==> src/rtl/mem_copier_pkg.sv <==
// Shared definitions for the memory copier engine: default widths, the
// all-ones byteenable constant and the FSM state encoding.
package mem_copier_pkg;

    localparam int unsigned MC_ADDR_W = 12;
    localparam int unsigned MC_DATA_W = 32;
    localparam int unsigned MC_LEN_W  = 13;

    // Wide enough to be sliced for any data width up to 1024 bits.
    localparam logic [127:0] MC_BE_ALL = '1;

    typedef enum logic [2:0] {
        ST_IDLE    = 3'd0,
        ST_RD_REQ  = 3'd1,
        ST_RD_WAIT = 3'd2,
        ST_WR_REQ  = 3'd3,
        ST_DONE    = 3'd4
    } mc_state_e;

endpackage

==> src/rtl/multicore_system_mem_copier_csum.sv <==
// Running checksum accumulator: clears on clr_i, adds data_i (mod 2^W) on en_i.
// Ports: clk, reset_n, clr_i, en_i, data_i[W], sum_o[W] (registered).
module mem_copier_csum #(
    parameter int unsigned W = 32
) (
    input  logic         clk,
    input  logic         reset_n,
    input  logic         clr_i,
    input  logic         en_i,
    input  logic [W-1:0] data_i,
    output logic [W-1:0] sum_o
);

    logic [W-1:0] sum_q;

    // Clear has priority; the engine never clears and adds in the same cycle.
    always_ff @(posedge clk or negedge reset_n) begin
        if (!reset_n) begin
            sum_q <= '0;
        end else if (clr_i) begin
            sum_q <= '0;
        end else if (en_i) begin
            sum_q <= sum_q + data_i;
        end
    end

    assign sum_o = sum_q;

endmodule

==> src/rtl/multicore_system_mem_copier.sv <==
// Avalon-MM master block copy / fill engine for one port of a dual-port RAM.
// Command side: cmd_valid/cmd_ready handshake with fill/src/dst/len/pattern,
//   abort request, done pulse with aborted/words_done status, busy.
// Bus side: avm_address/read/write/writedata/byteenable out,
//   avm_waitrequest/readdata/readdatavalid in.
// csum: running sum of written data when built with MEM_COPIER_CSUM_EN,
//   otherwise tied to zero.
module multicore_system_mem_copier
    import mem_copier_pkg::*;
#(
    parameter int unsigned ADDR_W = MC_ADDR_W,
    parameter int unsigned DATA_W = MC_DATA_W,
    parameter int unsigned LEN_W  = MC_LEN_W
) (
    input  logic                clk,
    input  logic                reset_n,
    input  logic                cmd_valid,
    output logic                cmd_ready,
    input  logic                cmd_fill,
    input  logic [ADDR_W-1:0]   cmd_src,
    input  logic [ADDR_W-1:0]   cmd_dst,
    input  logic [LEN_W-1:0]    cmd_len,
    input  logic [DATA_W-1:0]   cmd_pattern,
    input  logic                abort,
    output logic                done,
    output logic                aborted,
    output logic [LEN_W-1:0]    words_done,
    output logic                busy,
    output logic [ADDR_W-1:0]   avm_address,
    output logic                avm_read,
    output logic                avm_write,
    output logic [DATA_W-1:0]   avm_writedata,
    output logic [DATA_W/8-1:0] avm_byteenable,
    input  logic                avm_waitrequest,
    input  logic [DATA_W-1:0]   avm_readdata,
    input  logic                avm_readdatavalid,
    output logic [31:0]         csum
);

    localparam int unsigned BE_W = DATA_W / 8;

    mc_state_e           state_q;
    logic                fill_q;
    logic [ADDR_W-1:0]   src_q;
    logic [ADDR_W-1:0]   dst_q;
    logic [LEN_W-1:0]    len_q;
    logic [DATA_W-1:0]   pat_q;
    logic [LEN_W-1:0]    i_q;
    logic                abort_q;
    logic                cmd_ready_q;
    logic                busy_q;
    logic                done_q;
    logic                aborted_q;
    logic [LEN_W-1:0]    words_done_q;
    logic [ADDR_W-1:0]   addr_q;
    logic                rd_q;
    logic                wr_q;
    logic [DATA_W-1:0]   wdata_q;

    logic                accept_c;
    logic                wr_acc_c;
    logic                abort_now_c;
    logic [LEN_W-1:0]    i_inc_c;
    logic                last_c;

    assign accept_c    = cmd_valid & cmd_ready_q;
    assign wr_acc_c    = (state_q == ST_WR_REQ) & ~avm_waitrequest;
    // An abort raised in the same cycle as a decision point counts immediately.
    assign abort_now_c = abort_q | abort;
    assign i_inc_c     = i_q + LEN_W'(1);
    assign last_c      = (i_inc_c == len_q);

    // Engine FSM; every bus and status output is a register updated here.
    always_ff @(posedge clk or negedge reset_n) begin
        if (!reset_n) begin
            state_q      <= ST_IDLE;
            fill_q       <= 1'b0;
            src_q        <= '0;
            dst_q        <= '0;
            len_q        <= '0;
            pat_q        <= '0;
            i_q          <= '0;
            abort_q      <= 1'b0;
            cmd_ready_q  <= 1'b1;
            busy_q       <= 1'b0;
            done_q       <= 1'b0;
            aborted_q    <= 1'b0;
            words_done_q <= '0;
            addr_q       <= '0;
            rd_q         <= 1'b0;
            wr_q         <= 1'b0;
            wdata_q      <= '0;
        end else begin
            done_q <= 1'b0;
            if (state_q inside {ST_RD_REQ, ST_RD_WAIT, ST_WR_REQ}) begin
                abort_q <= abort_q | abort;
            end
            case (state_q)
                ST_IDLE: begin
                    if (accept_c) begin
                        fill_q       <= cmd_fill;
                        src_q        <= cmd_src;
                        dst_q        <= cmd_dst;
                        len_q        <= cmd_len;
                        pat_q        <= cmd_pattern;
                        i_q          <= '0;
                        abort_q      <= 1'b0;
                        aborted_q    <= 1'b0;
                        words_done_q <= '0;
                        cmd_ready_q  <= 1'b0;
                        busy_q       <= 1'b1;
                        if (cmd_len == '0) begin
                            state_q <= ST_DONE;
                            done_q  <= 1'b1;
                        end else if (cmd_fill) begin
                            state_q <= ST_WR_REQ;
                            wr_q    <= 1'b1;
                            addr_q  <= cmd_dst;
                            wdata_q <= cmd_pattern;
                        end else begin
                            state_q <= ST_RD_REQ;
                            rd_q    <= 1'b1;
                            addr_q  <= cmd_src;
                        end
                    end
                end
                ST_RD_REQ: begin
                    // A pending abort still lets the issued read complete.
                    if (!avm_waitrequest) begin
                        rd_q    <= 1'b0;
                        state_q <= ST_RD_WAIT;
                    end
                end
                ST_RD_WAIT: begin
                    if (avm_readdatavalid) begin
                        if (abort_now_c) begin
                            // Read data is dropped; nothing is written for word i.
                            state_q      <= ST_DONE;
                            done_q       <= 1'b1;
                            aborted_q    <= 1'b1;
                            words_done_q <= i_q;
                        end else begin
                            state_q <= ST_WR_REQ;
                            wr_q    <= 1'b1;
                            addr_q  <= dst_q + ADDR_W'(i_q);
                            wdata_q <= avm_readdata;
                        end
                    end
                end
                ST_WR_REQ: begin
                    if (wr_acc_c) begin
                        i_q <= i_inc_c;
                        if (last_c || abort_now_c) begin
                            wr_q         <= 1'b0;
                            state_q      <= ST_DONE;
                            done_q       <= 1'b1;
                            aborted_q    <= ~last_c;
                            words_done_q <= i_inc_c;
                        end else if (fill_q) begin
                            addr_q <= dst_q + ADDR_W'(i_inc_c);
                        end else begin
                            wr_q    <= 1'b0;
                            rd_q    <= 1'b1;
                            addr_q  <= src_q + ADDR_W'(i_inc_c);
                            state_q <= ST_RD_REQ;
                        end
                    end
                end
                ST_DONE: begin
                    state_q     <= ST_IDLE;
                    cmd_ready_q <= 1'b1;
                    busy_q      <= 1'b0;
                end
                default: begin
                    state_q     <= ST_IDLE;
                    cmd_ready_q <= 1'b1;
                    busy_q      <= 1'b0;
                    rd_q        <= 1'b0;
                    wr_q        <= 1'b0;
                end
            endcase
        end
    end

    assign cmd_ready      = cmd_ready_q;
    assign busy           = busy_q;
    assign done           = done_q;
    assign aborted        = aborted_q;
    assign words_done     = words_done_q;
    assign avm_address    = addr_q;
    assign avm_read       = rd_q;
    assign avm_write      = wr_q;
    assign avm_writedata  = wdata_q;
    assign avm_byteenable = BE_W'(MC_BE_ALL);

`ifdef MEM_COPIER_CSUM_EN
    // Sum of every accepted write, including the one that ends an abort.
    mem_copier_csum #(
        .W (32)
    ) u_csum (
        .clk     (clk),
        .reset_n (reset_n),
        .clr_i   (accept_c),
        .en_i    (wr_acc_c),
        .data_i  (32'(wdata_q)),
        .sum_o   (csum)
    );
`else
    assign csum = '0;
`endif

endmodule

==> config.mk <==
export PLATFORM = sky130hd
export DESIGN_NAME = multicore_system_mem_copier
export DESIGN_NICKNAME = d
export VERILOG_FILES = /design/src/rtl/mem_copier_pkg.sv /design/src/rtl/multicore_system_mem_copier_csum.sv /design/src/rtl/multicore_system_mem_copier.sv
export SDC_FILE = /design/constraint.sdc
export NUM_CORES = 1
export LEC_CHECK = 0
export CAP_MARGIN = 5
export CORE_AREA = 2 2 128 130
export CTS_BUF_LIST = sky130_fd_sc_hd__clkbuf_16
export CTS_CLUSTER_SIZE = 16
export DETAILED_ROUTE_END_ITERATION = 6
export DIE_AREA = 0 0 130 132
export PLACE_DENSITY = 0.91
export SYNTH_ARGS = -nofsm -noshare
export SYNTH_HDL_FRONTEND = slang
export SYNTH_SLANG_ARGS = --single-unit
==> constraint.sdc <==
create_clock -name clk -period 7.9 [get_ports clk]
set_input_delay 0.79 -clock clk [delete_from_list [all_inputs] [get_ports clk]]
set_output_delay 0.79 -clock clk [all_outputs]
set_load 0.05 [all_outputs]
==> metrics, run 1 <==
CP Max Fanout=17; CORE AREA=15,700 um^2; Via Count=6,749; fillers=between 1,000 and 1,500; multi-input logic area=4320 um^2; Critical-path top delay cell=dfrtp_1; Synth Cell Area=slightly below 8000 um^2; Skew-Pair Late Insertion Delay=~420 ps; drc violations=0; routed len/inst=approximately 17 um; min Tclk post-route=between 3000 and 4000 ps; area delta synth->final=29.7%; Fin Setup TNS=0 ps; Die Ht=about 130 um; aggregate global routing overflow=0; CP cell instances=ha_1 -> nand3_2 -> xnor2_1 -> ha_1 -> o21a_1 -> o31a_1 -> o211ai_1 -> a21oi_1 -> a2111oi_0 -> xnor2_1 -> a221oi_1 -> a31oi_1; WP data required=~8000 ps; Top-Level Pins=207; Cell Int Power=approximately 2.3 mW; # port buffers=170; drt pass-1 iters=7; Final Hold Fails=0; area leader, netlist=dfrtp_1; Synth Instances=between 800 and 900; synth top area cells=dfrtp_1, mux2_2, nand2_1, nor2_1, buf_4; critical path's top delay family=compound AO/OA/AOI/OAI gates; most common cell after layout, fill and taps aside=clkdlybuf4s50_1; CP Launch Type=flop; Synth warnings=0; post-CTS setup buffer count=0; final non-filler cell area=~10000 um^2; Max Cap Violations=0; FF+latch area=just under 3000 um^2; CTS tree=done; combinational group share of total power=0.559; chip width=130 um; run status=complete, no violations; clock network power share=0.185; CP max stage delay=560 ps; Critical Path Sink Type=flop; placed cell area=approximately 9400 um^2; DIE AREA=roughly 17,000 um^2; clock sinks=about 120; Slew @ Worst Pin=between 900 and 1000 ps; Clock Tree Root=clkbuf_16; number of global-route vias before repair=6,741; synth unique cells=83; Row Count=46; Post-synth EDFFs=0; Yosys reg bits=approximately 120; Clock Path Buffers=2; register share of total power=0.255; clock slew at reported path FFs=60 ps; starting density of the core=0.489; share of cells above drive strength 1=0.121; fmax=274 MHz; Synth Flop Type=dfrtp_1; Max H-tree Level=4; DR iter-0 viols=470; Power Total=around 4.3 mW; cts hold-fix bufs=0; final max-slew violation count=0; largest net degree at the start of global routing=between 70 and 80; DP Wirelength=between 10,000 and 15,000 um; Async SR Flop Fraction=1.00; Net Sw Frac=0.465; final setup fails=0; gp weighted congestion=a little over 0.9; Worst slew margin=0.346; leak pwr=4.16 nW; most frequent cells in the layout=clkdlybuf4s50_1, dfrtp_1, nand2_1, nor2_1, mux2_2; Worst EP arrival=around 3900 ps; cts repair resizes=0; Layout Utilization=0.634; via/cell ratio=5.63; pwr dens=approximately 440 nW/um^2; skew final=around 11 ps; CTS buffer count=17; fin nets=1,105; first-pass GRT wire length=~34,000 um; Routed Antenna Nets=0; Syn Area/Cell=about 9.3 um^2; RSZ-0062 raised after global routing=no; diodes inserted=0; VDD IR max=about 0.23 mV; GRT Total Usage=0.247; sw power=2.02 mW; R2R Setup Slk=4240 ps; Worst Path Buf+Inv=0; Total Wirelength=approximately 21,000 um; initial antenna violation count=0; part of the cycle the worst path needs=0.463; Yosys top cell area share=0.381; Setup CP Type=reg -> reg; Seq/Total Area, Yosys=0.384; Worst Hold Class=reg -> reg
[per-layer routing]
metal / GRT usage / up-vias / part of all wire
met1: 0.304 / 3216 / 0.40
met5: 0 / - / 0
met2: 0.412 / 294 / 0.50
met4: 0.114 / 0 / 0.035
met3: 0.0548 / 67 / 0.065
li1: - / 3172 / -
[kinds of logic after synthesis]
kind of cell / share of synthesized area
simple gates: 0.166
compound gates: 0.179
flops: 0.384
other cells: 0.000977
xor+xnor: 0.0519
fa+ha+maj: 0.0426
buf+inv: 0.0723
mux: 0.103
[sequential cells by signal, indices dropped and copies added, names as in the netlist, 3 cells and up]
signal	flops
avm_address	12
avm_writedata	32
dst_q	12
i_q	13
len_q	13
src_q	12
state_q	3
words_done	13
[worst register-to-register path, cell delays in order (launching register included)]
cell	delay [ps]
dfrtp_1	560
ha_1	430
nand3_2	340
xnor2_1	240
ha_1	360
o21a_1	120
o31a_1	130
o211ai_1	210
a21oi_1	100
a2111oi_0	490
xnor2_1	120
a221oi_1	270
a31oi_1	120
[cells in the mapped netlist, types with 10 or more instances]
master,count
a21oi_1,30
a31oi_1,40
buf_4,40
clkbuf_1,27
dfrtp_1,117
ha_1,23
inv_1,16
mux2_2,48
mux2i_1,16
nand2_1,101
nand3_1,19
nor2_1,87
nor3_1,15
o21ai_0,39
o2bb2ai_2,10
xnor2_1,27
xor2_1,16
[area by class of cell]
type	instances	area share
repair buffers	178	0.176
well taps	216	0.0271
flip-flops and latches	118	0.296
inverters	16	0.00602
clock buffers	17	0.0427
multi-input cells	641	0.433
clock inverters	13	0.0184
[worst paths after layout]
kind | startpoint | endpoint | cells past startpoint
worst max-delay path | i_q[0] | avm_address[10] | 12
worst min-delay path | avm_write | avm_write | 1
worst max register to register | i_q[0] | avm_address[10] | 12
worst min register to register | avm_write | avm_write | 1
max in group asynchronous | reset_n | state_q[1] | 2
min in group asynchronous | reset_n | avm_writedata[25] | 1
[through the flow]
stage / setup slack (ps) / hold slack [ps] / cells
finish: 4240 / 490 / 1199
global route: 3790 / 513 / 1199
CTS: 4280 / 491 / 1199
detailed placement: 4290 / 466 / 1169
global placement: 4380 / 465 / 1169
floorplan: 4700 / 446 / 859
[power by group through the flow]
stage	registers [mW]	clock network, mW	logic (mW)
after floorplan	1.50	0	1.34
after global placement	1.10	0	2.35
after detailed placement	1.11	0	2.41
after CTS	1.11	0.816	2.42
after global routing	1.14	0.840	2.62
final	1.11	0.806	2.43
(Power assumes the default switching activity.)
==> run 2, diff against run 1 <==
--- a/config.mk
+++ b/config.mk
@@ -6,12 +6,12 @@
 export NUM_CORES = 1
 export LEC_CHECK = 0
 export CAP_MARGIN = 5
-export CORE_AREA = 2 2 128 130
+export CORE_AREA = 2 2 134 136
 export CTS_BUF_LIST = sky130_fd_sc_hd__clkbuf_16
 export CTS_CLUSTER_SIZE = 16
 export DETAILED_ROUTE_END_ITERATION = 6
-export DIE_AREA = 0 0 130 132
-export PLACE_DENSITY = 0.91
+export DIE_AREA = 0 0 136 138
+export PLACE_DENSITY = 0.87
 export SYNTH_ARGS = -nofsm -noshare
 export SYNTH_HDL_FRONTEND = slang
 export SYNTH_SLANG_ARGS = --single-unit
==> constraint.sdc (replaced) <==
create_clock -name clk -period 3.05 [get_ports clk]
set_input_delay 0.305 -clock clk [delete_from_list [all_inputs] [get_ports clk]]
set_output_delay 0.305 -clock clk [all_outputs]
set_load 0.05 [all_outputs]
==> run 2 against run 1 <==
Sequential cell count unchanged. Clock skew is 2.7 ps lower. Sequential share of layout area decreased by 0.96 points. Worst setup slack worse by 4100 ps. Combinational power grew to 2.7 times the previous value. Critical endpoint is now words_done[12].
==> metrics, run 2 (synthesized netlist as in run 1, its figures left out) <==
Clock Tree Root=clkbuf_16; Setup CP Type=reg -> reg; met1 Use GR=0.282 (-0.0218); VDD IR max=0.654 mV (+190%); routed len/inst=17.4 um (-0.17%); fin nets=1,143 (+3.4%); area delta synth->final=34.2%; Die Ht=138 um (+4.5%); most frequent cells in the layout=clkdlybuf4s50_1, dfrtp_1, nand2_1, nor2_1, mux2_2; most common cell after layout, fill and taps aside=clkdlybuf4s50_1; # port buffers=170 (unchanged); Row Count=49 (+6.5%); Routed Antenna Nets=0 (unchanged); diodes inserted=0 (unchanged); chip width=136 um (+4.6%); first-pass GRT wire length=35,200 um (+4.2%); Fin Hold WS=378 ps (-112 ps); Final Hold Fails=0 (unchanged); final setup fails=0 (unchanged); Largest register FFs=32 (unchanged); leak pwr=4.34 nW (+4.3%); clock sinks=118 (unchanged); Via Count=7,030 (+4.2%); GRT Total Usage=0.236 (-0.0115); CTS buffer count=17 (unchanged); Fin Setup TNS=0 ps (unchanged); Worst slew margin=0.454 (+0.108); Critical Path Sink Type=flop; placed cell area=9690 um^2 (+3.6%); Worst Hold Class=in -> async; final max-slew violation count=0 (unchanged); clock slew at reported path FFs=60 ps (about the same); grt met2 use=0.398 (-0.0147); fmax=342 MHz (+25%); skew final=8.36 ps (-2.73 ps); GR peak layer=met2; DR iter-0 viols=620 (+32%); number of global-route vias before repair=7,097 (+5.3%); Max Cap Violations=0 (unchanged); worst reg-to-reg path cell count=9 (-3); Skew-Pair Late Insertion Delay=420 ps (about the same); WP data required=3390 ps (-4770 ps); aggregate global routing overflow=0 (unchanged); Clock Path Buffers=2 (unchanged); CORE AREA=17,500 um^2 (+12%); starting density of the core=0.438 (-0.0508); RSZ-0062 raised after global routing=no; initial antenna violation count=0 (unchanged); DIE AREA=18,800 um^2 (+9.4%); DP Wirelength=15,900 um (+6.0%); min Tclk post-route=2920 ps (-734 ps); Top-Level Pins=207 (unchanged); gp weighted congestion=0.946 (+2.6%); post-CTS setup buffer count=0 (unchanged); CTS tree=done; Max H-tree Level=4 (unchanged); share of cells above drive strength 1=0.164 (+0.0432); drt pass-1 iters=5 (-2); CP Launch Type=flop; via/cell ratio=5.62 (-0.25%); Total Wirelength=21,800 um (+4.2%); GR Util met3=0.0502 (-0.00455); Worst EP arrival=3260 ps (-650 ps); final non-filler cell area=10,300 um^2 (+3.5%); part of the cycle the worst path needs=0.958 (+0.495); pwr dens=1110 nW/um^2 (+150%); CP Max Fanout=13 (-4); run status=complete, no violations; Slew @ Worst Pin=819 ps (-155 ps); drc violations=0 (unchanged); largest net degree at the start of global routing=45 (-41%)
==> run 2: report_power, final <==
group	internal [mW]	total, mW	leakage (nW)	switching, mW
clock network	1.20	1.97	0.277	0.763
registers	2.26	2.81	1.42	0.542
logic	2.61	6.67	2.64	4.05
total	6.08	11.4	4.34	5.36
==> run 2: area by class of cell <==
type                    count  area [um^2]
well taps                 229          287
multi-input cells         641         4350
fillers                  1480         7220
inverters                  16         60.1
flip-flops and latches    118         2960
clock inverters            15          154
repair buffers            216         2080
clock buffers              17          425
==> run 2: final timing paths <==
path / from / to / slack [ps]
setup / recovery: i_q[0] / words_done[12] / 130
hold / removal: reset_n / avm_writedata[30] / 380
setup reg to reg: i_q[0] / words_done[12] / 130
hold reg to reg: words_done[11] / words_done[11] / 490
max in group asynchronous: reset_n / avm_writedata[5] / 1940
min in group clk: avm_readdata[1] / avm_writedata[1] / 440
==> run 2: worst max-delay path, cell delays in order (launching register included) <==
cell and delay, ps:
dfrtp_1 360, ha_2 230, nand3_2 180, or4_1 600, o22a_1 230, nand4b_2 120, nor4_4 70, and2_4 190
o31ai_4 660, o2bb2ai_1 180
==> run 2: routing by layer <==
metal  vias to the layer above  share of wire
met5                         -              0
met4                         0          0.039
li1                       3252              -
met2                       327           0.49
met3                        83          0.066
met1                      3368           0.40
==> run 2: through the flow <==
stage	util	worst slack (ps)	std cells	power, mW
floorplan	-	6.83	859	7.35
CTS	0.586	48.0	1252	11.4
global placement	0.553	133	1219	9.20
finish	0.588	128	1252	11.4
detailed placement	0.553	89.0	1219	9.37
global route	0.588	4.45	1252	12.1
==> run 2: repair_timing <==
item                                    4_1_cts  5_1_grt
gates resized for setup                       0        9
hold buffers                                  1        0
endpoints found under the setup margin        0        8
hold endpoints to repair                     31        0
==> run 3, diff against run 2 <==
==> constraint.sdc (replaced) <==
create_clock -name clk -period 2.6 [get_ports clk]
set_input_delay 0.26 -clock clk [delete_from_list [all_inputs] [get_ports clk]]
set_output_delay 0.26 -clock clk [all_outputs]
set_load 0.05 [all_outputs]
==> run 3 against run 2 <==
The flow now finishes with violations (negative setup slack). Core utilization rose by 6.9 points. Worst hold slack got worse by 82 ps. Clock skew rose by 2.8 ps. Combinational power rose by 42%. Sequential cell count did not move. Final area rose by 12%. Critical path type unchanged. Critical endpoint is now avm_address[10].
==> metrics, run 3 (synthesized netlist as in run 1, its figures left out) <==
start of the worst register-to-register path=i_q[0]; CP cell instances=ha_2 -> fa_2 -> a211oi_2 -> nor2_1 -> o21a_1 -> o41a_1 -> a31oi_2 -> xnor2_1 -> a221oi_2 -> a31oi_1; Power Total=15.1 mW (+32%); CORE AREA=17,500 um^2 (unchanged); min Tclk post-route=2910 ps (-11.9 ps); Row Count=49 (unchanged); Setup CP Type=reg -> reg; Routed Antenna Nets=0 (unchanged); failing checks=negative setup slack; Worst Hold Class=in -> async; Slew @ Worst Pin=1090 ps (+274 ps); initial antenna violation count=0 (unchanged); fin nets=1,229 (+7.5%); Clock Tree Root=clkbuf_16; fmax=344 MHz (+0.41%); Critical Path Sink Type=flop; first-pass GRT wire length=39,000 um (+11%); clock slew at reported path FFs=60 ps (about the same); drt pass-1 iters=7 (+2); DR iter-0 viols=578 (-6.8%); starting density of the core=0.438 (unchanged); CTS buffer count=17 (unchanged); aggregate global routing overflow=0 (unchanged); Worst slew margin=0.266 (-0.188); Critical-path top delay cell=dfrtp_2; share of cells above drive strength 1=0.278 (+0.114); final non-filler cell area=11,500 um^2 (+12%); CP Launch Type=flop; Total Wirelength=25,800 um (+18%); DP Wirelength=17,000 um (+6.8%); Worst EP arrival=3210 ps (-50 ps); drc violations=0 (unchanged); part of the cycle the worst path needs=1.12 (+0.161); Max H-tree Level=4 (unchanged); Top-Level Pins=207 (unchanged); WP data required=2900 ps (-490 ps); RSZ-0062 raised after global routing=yes; CTS tree=done; GRT Total Usage=0.261 (+0.0256); run status=finished, violations left; Max Cap Violations=0 (unchanged); clock sinks=118 (unchanged); setup ws final=-310 ps (-438 ps); Die Ht=138 um (unchanged); diodes inserted=0 (unchanged); final max-slew violation count=0 (unchanged); most common cell after layout, fill and taps aside=clkdlybuf4s50_1; area delta synth->final=49.8%; DIE AREA=18,800 um^2 (unchanged); Max Used Layer=met4; placed cell area=10,200 um^2 (+5.5%); most frequent cells in the layout=clkdlybuf4s50_1, dfrtp_1, nand2_1, buf_4, nor2_1; met2 WL=12,600 um (+17%); gp weighted congestion=0.909 (-3.8%); chip width=136 um (unchanged); via/cell ratio=5.72 (+1.9%); pwr dens=1310 nW/um^2 (+19%); Skew-Pair Late Insertion Delay=430 ps (about the same); skew final=11.2 ps (+2.79 ps); Final Hold Fails=0 (unchanged); wire length on met3=1950 um (+35%); Critical Path Source=i_q[0]; largest net degree at the start of global routing=42 (-6.7%); DRT met1 WL=9810 um (+12%); CP Max Fanout=4 (-9); routed len/inst=19.3 um (+11%); Via Count=7,659 (+8.9%); final setup fails=31 (+31); Clock Path Buffers=2 (unchanged); leak pwr=4.93 nW (+13%); # port buffers=170 (unchanged); Largest register FFs=32 (unchanged); CP max stage delay=450 ps (-210 ps); number of global-route vias before repair=7,692 (+8.4%); VDD IR max=0.743 mV (+14%); fillers=1,255 (-15%)
==> run 3: cell type report <==
type                       count  area (um^2)  share of cell area
clock inverter                15          166              0.0144
timing repair buffer         301         2880               0.250
sequential                   118         2960               0.257
tap                          229          287              0.0249
clock buffer                  17          425              0.0369
multi-input combinational    642         4740               0.411
inverter                      16         62.6             0.00543
==> run 3: final timing paths <==
check | end | slack (ps) | depth (start not counted)
max in group asynchronous | avm_writedata[5] | 1610 | 3
worst min register to register | src_q[6] | 490 | 2
min in group clk | avm_writedata[14] | 390 | 3
worst min-delay path | avm_writedata[29] | 300 | 2
worst max register to register | avm_address[10] | -310 | 10
worst max-delay path | avm_address[10] | -310 | 10
==> run 3: metal layers <==
metal | vias up | GRT usage
met5 | - | 0
met4 | 0 | 0.126
met3 | 141 | 0.0653
met2 | 449 | 0.439
met1 | 3640 | 0.311
li1 | 3429 | -
==> run 3: power by group <==
group / internal (mW) / leakage [nW] / switching (mW)
sequential: 2.66 / 1.42 / 0.640
clock: 1.43 / 0.282 / 0.944
combinational: 4.02 / 3.22 / 5.45
==> run 3: repair_timing <==
action / 4_1_cts / 5_1_grt
pin swaps: 34 / 24
buffers inserted: 24 / 5
endpoints found under the setup margin: 28 / 31
endpoints found under the hold margin: 24 / 0
gates cloned: 3 / 0
gates resized for setup: 65 / 34
hold buffers: 1 / 0
==> run 3: worst max-delay path: cells and delay by family, from the launching register on <==
family	cells	cell delay, ps
compound gates	6	1510
fa+ha+maj	2	570
flops	1	450
simple gates	1	130
xor+xnor	1	130
==> run 3: per-stage QoR <==
| step | TNS, ps | util | instances | hold slack [ps] | worst slack (ps) |
|---|---|---|---|---|---|
| final | -5280 | 0.657 | 1338 | 296 | -310 |
| after global routing | -7290 | 0.657 | 1338 | 320 | -384 |
| after CTS | -3860 | 0.645 | 1335 | 303 | -333 |
| after detailed placement | -5180 | 0.583 | 1278 | 206 | -313 |
| after global placement | -2530 | 0.583 | 1278 | 198 | -158 |
| after floorplan | -288 | - | 859 | -35.6 | -257 |
